===== src/rtl/sccb_pkg.sv =====
// Shared types and constants for the SCCB register writer.
package sccb_pkg;

    typedef enum logic [1:0] {
        ST_IDLE  = 2'd0,
        ST_START = 2'd1,
        ST_BITS  = 2'd2,
        ST_STOP  = 2'd3
    } sccb_state_e;

    localparam logic [7:0]  DEV_ADDR_DEFAULT = 8'h42;
    localparam int unsigned QTR_CNT_W        = 8;
    localparam int unsigned BIT_CNT_W        = 5;
    localparam int unsigned BITS_PER_PHASE   = 9;
    localparam int unsigned BITS_PER_TXN     = 27;
    localparam int unsigned QTR_PER_TXN      = 113;

    // Which byte (0 = device address, 1 = register, 2 = data) a bit index belongs to.
    function automatic logic [1:0] phase_of(input logic [BIT_CNT_W-1:0] idx);
        if (idx < BIT_CNT_W'(BITS_PER_PHASE)) begin
            return 2'd0;
        end
        if (idx < BIT_CNT_W'(2 * BITS_PER_PHASE)) begin
            return 2'd1;
        end
        return 2'd2;
    endfunction

    // Position of a bit inside its 9-bit phase; 8 is the don't-care (ACK) slot.
    function automatic logic [3:0] slot_of(input logic [BIT_CNT_W-1:0] idx);
        logic [BIT_CNT_W-1:0] s;
        case (phase_of(idx))
            2'd0:    s = idx;
            2'd1:    s = idx - BIT_CNT_W'(BITS_PER_PHASE);
            default: s = idx - BIT_CNT_W'(2 * BITS_PER_PHASE);
        endcase
        return 4'(s);
    endfunction

endpackage


===== src/rtl/sccb_qtr_tick.sv =====
// Quarter-period time base: one-cycle tick every QTR_DIV clocks, restartable.
module sccb_qtr_tick
    import sccb_pkg::*;
#(
    parameter int unsigned QTR_DIV = 63
) (
    input  logic clk,
    input  logic rst,
    input  logic clr,
    output logic tick_c
);

    localparam logic [QTR_CNT_W-1:0] CNT_LAST = QTR_CNT_W'(QTR_DIV - 1);

    logic [QTR_CNT_W-1:0] cnt;

    assign tick_c = (cnt == CNT_LAST);

    // Free-running divider; clr realigns the quarter boundary to the accept cycle.
    always_ff @(posedge clk) begin
        if (rst || clr) begin
            cnt <= '0;
        end else if (tick_c) begin
            cnt <= '0;
        end else begin
            cnt <= cnt + QTR_CNT_W'(1);
        end
    end

endmodule


===== src/rtl/sccb_reg_writer.sv =====
// SCCB 3-phase register write master (device address, register, data).
module sccb_reg_writer
    import sccb_pkg::*;
#(
    parameter logic [7:0]  DEV_ADDR = DEV_ADDR_DEFAULT,
    parameter int unsigned QTR_DIV  = 63
) (
    input  logic       clk,
    input  logic       rst,
    input  logic       start,
    input  logic [7:0] reg_addr,
    input  logic [7:0] reg_data,
    input  logic       sio_d_in,
    output logic       sio_c,
    output logic       sio_d_out,
    output logic       sio_d_oe,
    output logic       busy,
    output logic       done,
    output logic       nack
);

    localparam logic [BIT_CNT_W-1:0] LAST_BIT = BIT_CNT_W'(BITS_PER_TXN - 1);

    sccb_state_e          state;
    logic [1:0]           qtr;
    logic [BIT_CNT_W-1:0] bit_cnt;
    logic [7:0]           addr_q;
    logic [7:0]           data_q;

    logic                 tick_c;
    logic                 accept_c;
    logic [BIT_CNT_W-1:0] next_bit_c;
    logic [1:0]           next_drive_c;

    // {oe, value} for a bit slot: data bits MSB first, ACK slot released.
    function automatic logic [1:0] bit_drive(input logic [BIT_CNT_W-1:0] idx,
                                             input logic [7:0] a,
                                             input logic [7:0] d);
        logic [7:0] byte_v;
        logic [3:0] slot;
        case (phase_of(idx))
            2'd0:    byte_v = DEV_ADDR;
            2'd1:    byte_v = a;
            default: byte_v = d;
        endcase
        slot = slot_of(idx);
        if (slot == 4'd8) begin
            return 2'b01;
        end
        return {1'b1, byte_v[3'(4'd7 - slot)]};
    endfunction

    assign accept_c     = (state == ST_IDLE) && start;
    assign next_bit_c   = (state == ST_BITS) ? bit_cnt + BIT_CNT_W'(1) : '0;
    assign next_drive_c = bit_drive(next_bit_c, addr_q, data_q);

    sccb_qtr_tick #(
        .QTR_DIV (QTR_DIV)
    ) u_qtr_tick (
        .clk    (clk),
        .rst    (rst),
        .clr    (accept_c),
        .tick_c (tick_c)
    );

    // Transaction sequencer; every pin value is registered for the quarter it enters.
    always_ff @(posedge clk) begin
        done <= 1'b0;
        if (rst) begin
            state     <= ST_IDLE;
            qtr       <= 2'd0;
            bit_cnt   <= '0;
            addr_q    <= 8'h00;
            data_q    <= 8'h00;
            sio_c     <= 1'b1;
            sio_d_out <= 1'b1;
            sio_d_oe  <= 1'b0;
            busy      <= 1'b0;
            nack      <= 1'b0;
        end else begin
            case (state)
                ST_IDLE: begin
                    if (start) begin
                        addr_q    <= reg_addr;
                        data_q    <= reg_data;
                        nack      <= 1'b0;
                        qtr       <= 2'd0;
                        bit_cnt   <= '0;
                        busy      <= 1'b1;
                        sio_c     <= 1'b1;
                        sio_d_out <= 1'b1;
                        sio_d_oe  <= 1'b1;
                        state     <= ST_START;
                    end
                end

                ST_START: begin
                    if (tick_c) begin
                        if (qtr == 2'd0) begin
                            qtr       <= 2'd1;
                            sio_d_out <= 1'b0;
                        end else begin
                            qtr                   <= 2'd0;
                            bit_cnt               <= '0;
                            sio_c                 <= 1'b0;
                            {sio_d_oe, sio_d_out} <= next_drive_c;
                            state                 <= ST_BITS;
                        end
                    end
                end

                ST_BITS: begin
                    if (tick_c) begin
                        case (qtr)
                            2'd0: begin
                                qtr   <= 2'd1;
                                sio_c <= 1'b1;
                            end
                            2'd1: begin
                                qtr <= 2'd2;
                            end
                            2'd2: begin
                                qtr   <= 2'd3;
                                sio_c <= 1'b0;
                                if ((slot_of(bit_cnt) == 4'd8) && sio_d_in) begin
                                    nack <= 1'b1;
                                end
                            end
                            default: begin
                                qtr <= 2'd0;
                                if (bit_cnt == LAST_BIT) begin
                                    sio_d_oe  <= 1'b1;
                                    sio_d_out <= 1'b0;
                                    state     <= ST_STOP;
                                end else begin
                                    bit_cnt               <= next_bit_c;
                                    {sio_d_oe, sio_d_out} <= next_drive_c;
                                end
                            end
                        endcase
                    end
                end

                ST_STOP: begin
                    if (tick_c) begin
                        case (qtr)
                            2'd0: begin
                                qtr   <= 2'd1;
                                sio_c <= 1'b1;
                            end
                            2'd1: begin
                                qtr       <= 2'd2;
                                sio_d_out <= 1'b1;
                            end
                            default: begin
                                qtr      <= 2'd0;
                                bit_cnt  <= '0;
                                sio_d_oe <= 1'b0;
                                busy     <= 1'b0;
                                done     <= 1'b1;
                                state    <= ST_IDLE;
                            end
                        endcase
                    end
                end

                default: begin
                    state <= ST_IDLE;
                end
            endcase
        end
    end

endmodule


===== config.mk =====
export PLATFORM = sky130hd
export DESIGN_NAME = sccb_reg_writer
export DESIGN_NICKNAME = d
export VERILOG_FILES = /design/src/rtl/sccb_pkg.sv /design/src/rtl/sccb_qtr_tick.sv /design/src/rtl/sccb_reg_writer.sv
export SDC_FILE = /design/constraint.sdc
export NUM_CORES = 1
export LEC_CHECK = 0
export ABC_AREA = 1
export BUFFER_PORTS_ARGS = -buffer_cell sky130_fd_sc_hd__buf_2
export CAP_MARGIN = 20
export CORE_MARGIN = 3
export CORE_UTILIZATION = 50
export CTS_CLUSTER_SIZE = 24
export DETAILED_ROUTE_END_ITERATION = 16
export PLACE_DENSITY = 0.69
export SYNTH_ARGS = -nofsm -noshare
export SYNTH_HDL_FRONTEND = slang
export SYNTH_SLANG_ARGS = --single-unit

===== constraint.sdc =====
create_clock -name clk -period 4 [get_ports clk]
set_clock_uncertainty 0.05 [all_clocks]
set_input_delay 0.4 -clock clk [delete_from_list [all_inputs] [get_ports clk]]
set_output_delay 0.4 -clock clk [all_outputs]
set_load 0.03 [all_outputs]

* Word level (Yosys, flattened, before mapping)
Index checks and enable logic that the tools add are counted.
** Storage, ports and cells
- Bits in registers :: 39
- Output and inout bits :: 6
** Operators by class
- Add/sub/neg operators :: 7
- Order comparisons :: 5
- Equality and inequality tests :: 25
- Muxes and demuxes :: 96
- Bitwise operators :: 2
- Reductions and logical operators :: 22
** Operators with widths (number)
- two-way mux 2 bit :: 26
- two-way mux 5 bit :: 9
- two-way mux 1 bit :: 42
- inequality test 2 bit (second input constant) :: 10
- case mux 5 bit (4 select lines) :: 1
- two-way mux 4 bit :: 4
- case mux 2 bit (4 select lines) :: 2
- case mux 4 bit (2 select lines) :: 2
- case mux 8 bit (2 select lines) :: 1
- AND reduction 8 bit :: 2
- AND reduction 7 bit :: 2
- case mux 1 bit (4 select lines) :: 3
- < comparator 5 x 4 -> 1 bit (second input constant) :: 2
- < comparator 5 bit (second input constant) :: 2
- adder 8 x 1 -> 8 bit (second input constant) :: 1
- == test 2 x 1 -> 1 bit (second input constant) :: 4
- == test 4 bit (second input constant) :: 2
- == test 8 x 6 -> 1 bit (second input constant) :: 1
- logical NOT 2 bit :: 4
- AND reduction 4 bit :: 2
- subtractor 4 x 2 -> 4 bit (second input constant) :: 2
- subtractor 4 bit (second input constant) :: 2
- == test 2 bit (second input constant) :: 3
- inequality test 2 x 1 -> 1 bit (second input constant) :: 3
- other kinds (18) :: 25

* Depth between registers and ports, before layout
- Depth in word-level cells :: 29
- Depth in mapped cells :: 22
- Gate-level depth less buffers :: 22

* Modules after synthesis
Synthesis repeated with hierarchy kept, for this count alone.
** Second synthesis, totals
- Cells, all modules :: 350
- Area total of the unflattened synthesis :: 2451.1 µm²
** By module, submodules not included
- sccb_reg_writer :: instances 1, cells an instance 290, area an instance 2049.5 µm²
- sccb_qtr_tick :: instances 1, cells an instance 60, area an instance 401.6 µm²

* Worst setup path before layout
No wires, ideal clock.
- Path type :: register to register
- From :: register bit_cnt[0]
- To :: register sio_d_out
- Setup time :: 0.113 ns
- Arrival time :: 2.237 ns
- Data required time :: 3.837 ns
- Path slack :: 1.599 ns
- Stages on the path, launching flop included :: 20
- Buffers on the path :: 0
- Period minus slack after synthesis :: 2.401 ns
- Cells stage by stage :: dfxtp_1 > ha_1 > or2_2 > nand2_1 > ha_1 > nand2_1 > nand3_1 > nand2_2 > nand2_4 > nand2_1 > nand2_2 > nand3_1 > nand3_1 > nand2_1 > nand2_1 > nand2_1 > nand2_1 > nand2_1 > nand2_1 > nand2_1
** Between the ends
- Longest elaborated chain between the ends :: 17
** RTL lines
- from (decl) :: RTL line sccb_reg_writer.sv:26 : logic [BIT_CNT_W-1:0] bit_cnt;
- from (signal assigned) :: RTL line sccb_reg_writer.sv:136 : bit_cnt <= next_bit_c;
- adder 5 x 1 -> 5 bit :: RTL line sccb_reg_writer.sv:54 : assign next_bit_c = (state == ST_BITS) ? bit_cnt + BIT_CNT_W'(1) : '0;
- two-way mux 5 bit :: RTL line sccb_reg_writer.sv:54
- < comparator 5 bit :: RTL line sccb_pkg.sv:23 : if (idx < BIT_CNT_W'(2 * BITS_PER_PHASE)) begin
- two-way mux 1 bit (2 in series) :: RTL line sccb_pkg.sv:23
- two-way mux 2 bit :: RTL line sccb_pkg.sv:26 : return 2'd2;
- two-way mux 2 bit :: RTL line sccb_pkg.sv:23
- == test 2 x 1 -> 1 bit / logical NOT 2 bit (equally long branches) :: RTL line sccb_pkg.sv:32, sccb_reg_writer.sv:41
- case mux 4 bit (2 select lines) :: RTL line sccb_pkg.sv:32 : case (phase_of(idx))
- subtractor 3 bit :: RTL line sccb_reg_writer.sv:50 : return {1'b1, byte_v[3'(4'd7 - slot)]};
- binary-select mux 1 bit (select 3 bit) :: RTL line sccb_reg_writer.sv:50
- two-way mux 1 bit (not written as such) :: RTL line sccb_reg_writer.sv:50
- two-way mux 2 bit :: RTL line sccb_reg_writer.sv:50
- two-way mux 1 bit :: RTL line sccb_reg_writer.sv:131 : if (bit_cnt == LAST_BIT) begin
- two-way mux 1 bit :: RTL line sccb_reg_writer.sv:114 : case (qtr)
- two-way mux 1 bit :: RTL line sccb_reg_writer.sv:113 : if (tick_c) begin
- case mux 1 bit (4 select lines) (*) :: RTL line sccb_reg_writer.sv:81 : case (state)
- to (signal assigned) :: RTL line sccb_reg_writer.sv:106 : {sio_d_oe, sio_d_out} <= next_drive_c;
- to (signal assigned) :: RTL line sccb_reg_writer.sv:137 : {sio_d_oe, sio_d_out} <= next_drive_c;
- to (decl) :: RTL line sccb_reg_writer.sv:15 : output logic sio_d_out,
Mark *: on every way between the ends. The rest lies on a longest branch, timed or not. The select of a mux whose other input is x is not followed.
A chain may end at the register's enable or synchronous reset.

* Worst setup path after layout
- From :: register state[0]
- To :: register sio_d_out
** Between the ends
- Longest elaborated chain between the ends :: 17
** RTL lines
- from (decl) :: RTL line sccb_reg_writer.sv:24 : sccb_state_e state;
- from (signal assigned) :: RTL line sccb_reg_writer.sv:70 : state <= ST_IDLE;
- from (signal assigned) :: RTL line sccb_reg_writer.sv:93 : state <= ST_START;
- from (signal assigned) :: RTL line sccb_reg_writer.sv:107 : state <= ST_BITS;
- == test 2 bit :: RTL line sccb_reg_writer.sv:54, sccb_reg_writer.sv:81
- two-way mux 5 bit :: RTL line sccb_reg_writer.sv:54
- < comparator 5 bit :: RTL line sccb_pkg.sv:23
- two-way mux 1 bit (2 in series) :: RTL line sccb_pkg.sv:23
- two-way mux 2 bit :: RTL line sccb_pkg.sv:26
- two-way mux 2 bit :: RTL line sccb_pkg.sv:23
- == test 2 x 1 -> 1 bit / logical NOT 2 bit (equally long branches) :: RTL line sccb_pkg.sv:32, sccb_reg_writer.sv:41
- case mux 4 bit (2 select lines) :: RTL line sccb_pkg.sv:32
- subtractor 3 bit :: RTL line sccb_reg_writer.sv:50
- binary-select mux 1 bit (select 3 bit) :: RTL line sccb_reg_writer.sv:50
- two-way mux 1 bit (not written as such) :: RTL line sccb_reg_writer.sv:50
- two-way mux 2 bit :: RTL line sccb_reg_writer.sv:50
- two-way mux 1 bit :: RTL line sccb_reg_writer.sv:131
- two-way mux 1 bit :: RTL line sccb_reg_writer.sv:114
- two-way mux 1 bit :: RTL line sccb_reg_writer.sv:113
- case mux 1 bit (4 select lines) :: RTL line sccb_reg_writer.sv:81
Several ways; a longest one is shown, not always the timed one. The select of a mux whose other input is x is not followed.

==> impl_metrics.csv <==
group,metric,value,unit
status,outcome,"finished, final reports clean",
grt,gr-usage-all-layers,19.0,%
pwr,power.density,735,nW/um^2
pwr,p_int,0.00105,W
pwr,p_sw,0.000904,W
clock_network,cts_sinks,39,
worst_hold_path,min_path_type,"in -> reg",
worst_setup_path,rrSetupSlack,1.0,ns
grt,grt_max_degree,26,
yosys,netlist-cell-type-count,39,
clock_network,clkLatencyLatePin,0.28,ns
routing,viasPerCell,5.27,
pwr,sequentialPowerShare,30.0,%
final_layout,seqCellArea,781,sq um
clock_network,post_cts_resized,0,
routing,firstDrtPassIters,4,
sta,fmax,333,MHz
worst_setup_path,arrival,3.14,ns
grt,grt-ovfl-total,0,
pwr,p_leak,1.22,nW
worst_setup_path,reg2reg_depth,22,
yosys,synthCells,335,
yosys,ys_ff_latch,39,
clock_network,cts-root-buf,"clkbuf_8",
worst_setup_path,critical_path_class,"reg -> reg",
worst_setup_path,crit_path_max_fanout,11,
sta,tns,0,ns
worst_setup_path,start_kind,"flop",
yosys,synth-seq-area-share,32.7,%
worst_hold_path,hold_end,"data_q[0]",
worst_setup_path,worstReg2RegEnd,"sio_d_out",
sta,slew_viol_final,0,
worst_setup_path,regToRegStartpoint,"state[0]",
sta,setup_viol,0,
grt,grt_pass1_wl,8.45,mm
worst_setup_path,cp-end-kind,"flop",
final_layout,fillers,452,
placed_design,port_buffers,25,
grt,antenna_found_initial,0,
placed_design,dp_hpwl,3.76,mm
sta,post-route-min-period,3.00,ns
routing,wl_per_cell,12.0,um
floorplan,start_util,53.4,%
clock_network,cts_buffer_depth,2,
floorplan,coreArea,4470,sq um
clock_network,cts_buffers,5,
floorplan,num_rows,24,
clock_network,cts_tree,"done",
final_layout,final_net_count,398,
clock_network,cts_setup_buffers,0,
routing,drc,0,
pwr,p_sw_share,46.3,%
worst_hold_path,holdCritStartpoint,"reg_data[0]",
routing,dr_total_vias,2170,
floorplan,dieHeight,75.1,um
sta,worstMarginPinSlew,0.622,ns
clock_network,path_clk_slew,0.08,ns
final_layout,syn2layout_area_growth,11.2,%
sta,rsz0062_at_grt,"no",
pwr,peakVddDrop,319,uV
grt,grt_pass1_vias,1947,
pwr,power,0.00195,W
yosys,synth_warnings,0,
floorplan,dieArea,5640,sq um
final_layout,antenna_cells,0,
floorplan,die_w,75.1,um
worst_setup_path,cp.required,4.13,ns
floorplan,pin_count,26,
clock_network,hold_buffers,0,
placed_design,gp_congestion,0.820,
pwr,combPwrFrac,52.6,%
sta,period_share,75.1,%
pwr,clock_power_share,17.4,%
final_layout,drive_gt1_share,16.1,%
routing,wl,4.95,mm
sta,timing_hold_violations_final,0,
yosys,avgSynthCellArea,7.13,sq um
worst_hold_path,whs_path_depth,3,
yosys,synth_nets,374,
clock_network,htreeDepth,2,
routing,dr.first_iter.drc_count,96,
sta,relSlewSlack,58.5,%
routing,ant_nets,0,
final_layout,multi_input_area,1400,sq um
flow_run,max_cap_violations,0,
yosys,syn_area,2390,sq um
cell usage in the layout, fill, tap and decap left out, types with 2 or more instances in the layout:
cell type / netlist / routed
nor2_1: 52 / 52
inv_1: 39 / 39
nand4_1: 6 / 6
o21a_1: 2 / 2
nand2_1: 46 / 46
xor2_1: 2 / 2
nor3b_1: 2 / 2
clkbuf_8: 0 / 6
dfxtp_1: 39 / 39
nand3_2: 2 / 2
buf_2: 0 / 25
a21oi_1: 19 / 19
nand2_2: 5 / 5
a211oi_1: 2 / 2
a21oi_4: 3 / 3
a31oi_1: 2 / 2
o22ai_1: 3 / 3
nand3_1: 27 / 27
ha_1: 19 / 19
or2_2: 2 / 2
nand2_4: 3 / 3
o21ai_0: 32 / 32
inv_2: 5 / 5
per-layer routing:
| metal | wire, um | track usage (%) |
|---|---|---|
| met1 | 2440 | 25.6 |
| met2 | 2270 | 31.3 |
| met3 | 201 | 4.27 |
| met4 | 31 | 3.36 |
| met5 | 0 | 0 |
cell type report:
| type | count | share of cell area, % |
|---|---|---|
| repair buffers | 25 | 4.71 |
| flip-flops and latches | 39 | 29.4 |
| clock inverters | 2 | 1.32 |
| well taps | 52 | 2.45 |
| clock buffers | 6 | 3.11 |
| multi-input cells | 244 | 52.8 |
| inverters | 44 | 6.22 |
sequential cells by signal (all words and copies together) (netlist names), 2 cells and up:
register,cells
bit_cnt,5
state,2
qtr,2
addr_q,8
data_q,8
u_qtr_tick.cnt,8
kinds of logic after synthesis:
family                     Yosys count  synth area share, %
adders and majority gates           19                 9.95
and+or+nand+nor                    150                 29.3
DFF                                 39                 32.7
xor gates and xnor gates             2                0.734
AOI/OAI and AO/OA                   73                 18.7
buffers and inverters               52                 8.64
Yosys cell counts (all sizes together):
cell type,count,area share [%]
nand2,54,10
a311oi,1,0.37
ha,19,10
o22ai,3,0.79
o31ai,1,0.31
a41oi,1,0.37
or2,2,0.52
nor2,54,8.9
buf,2,0.79
a22o,1,0.42
a211oi,2,0.63
o311ai,1,0.37
o21bai,1,0.31
nor3b,2,0.63
xor2,2,0.73
o21a,2,0.63
a31oi,2,0.52
inv,44,6.9
nor3,1,0.21
nand3,30,7.2
nor4,1,0.26
a21oi,23,6.4
a21boi,1,0.31
clkbuf,6,0.94
nand4,6,1.6
o21ai,33,6.9
a221oi,1,0.37
dfxtp,39,33
metrics by stage:
step	cells	instance area (sq um)	utilization [%]	worst slack (ns)	hold slack (ns)
floorplan	335	2390	-	1.60	0.375
global placement	404	2540	56.7	1.08	0.397
detailed placement	404	2540	56.7	1.00	0.402
CTS	412	2660	59.3	0.996	0.306
global route	412	2660	59.3	0.564	0.329
finish	412	2660	59.3	0.997	0.310
worst max-delay path, cell delays in order (launching register included):
cell	delay, ns
dfxtp_1	0.34
inv_1	0.09
ha_1	0.50
inv_2	0.19
a21oi_1	0.16
nand2_1	0.14
ha_1	0.24
nand3_1	0.08
nand2_1	0.09
nand3_1	0.11
nand2_2	0.12
nand2_4	0.12
nand2_1	0.08
nand2_2	0.11
nand3_1	0.08
nand3_1	0.07
nand2_1	0.05
nand2_1	0.05
nand2_1	0.05
nand2_1	0.05
nand2_1	0.04
nand2_1	0.05
nand2_1	0.04
worst max-delay path by stage:
stage	slack, ns	to	from
floorplan	1.60	sio_d_out	bit_cnt[0]
global placement	1.08	sio_d_out	state[0]
detailed placement	1.00	sio_d_out	state[0]
CTS	1.0	sio_d_out	state[0]
global route	0.56	sio_d_out	state[0]
finish	1.0	sio_d_out	state[0]
power by group through the flow:
stage	clock, W	combinational, W	sequential, W
finish	0.000339	0.00103	0.000585
floorplan	0	0.000809	0.000606
detailed placement	0	0.00102	0.000594
global route	0.000367	0.00117	0.000601
global placement	0	0.00101	0.000591
CTS	0.000348	0.00103	0.000585
Power figures use the tool's default switching activity.
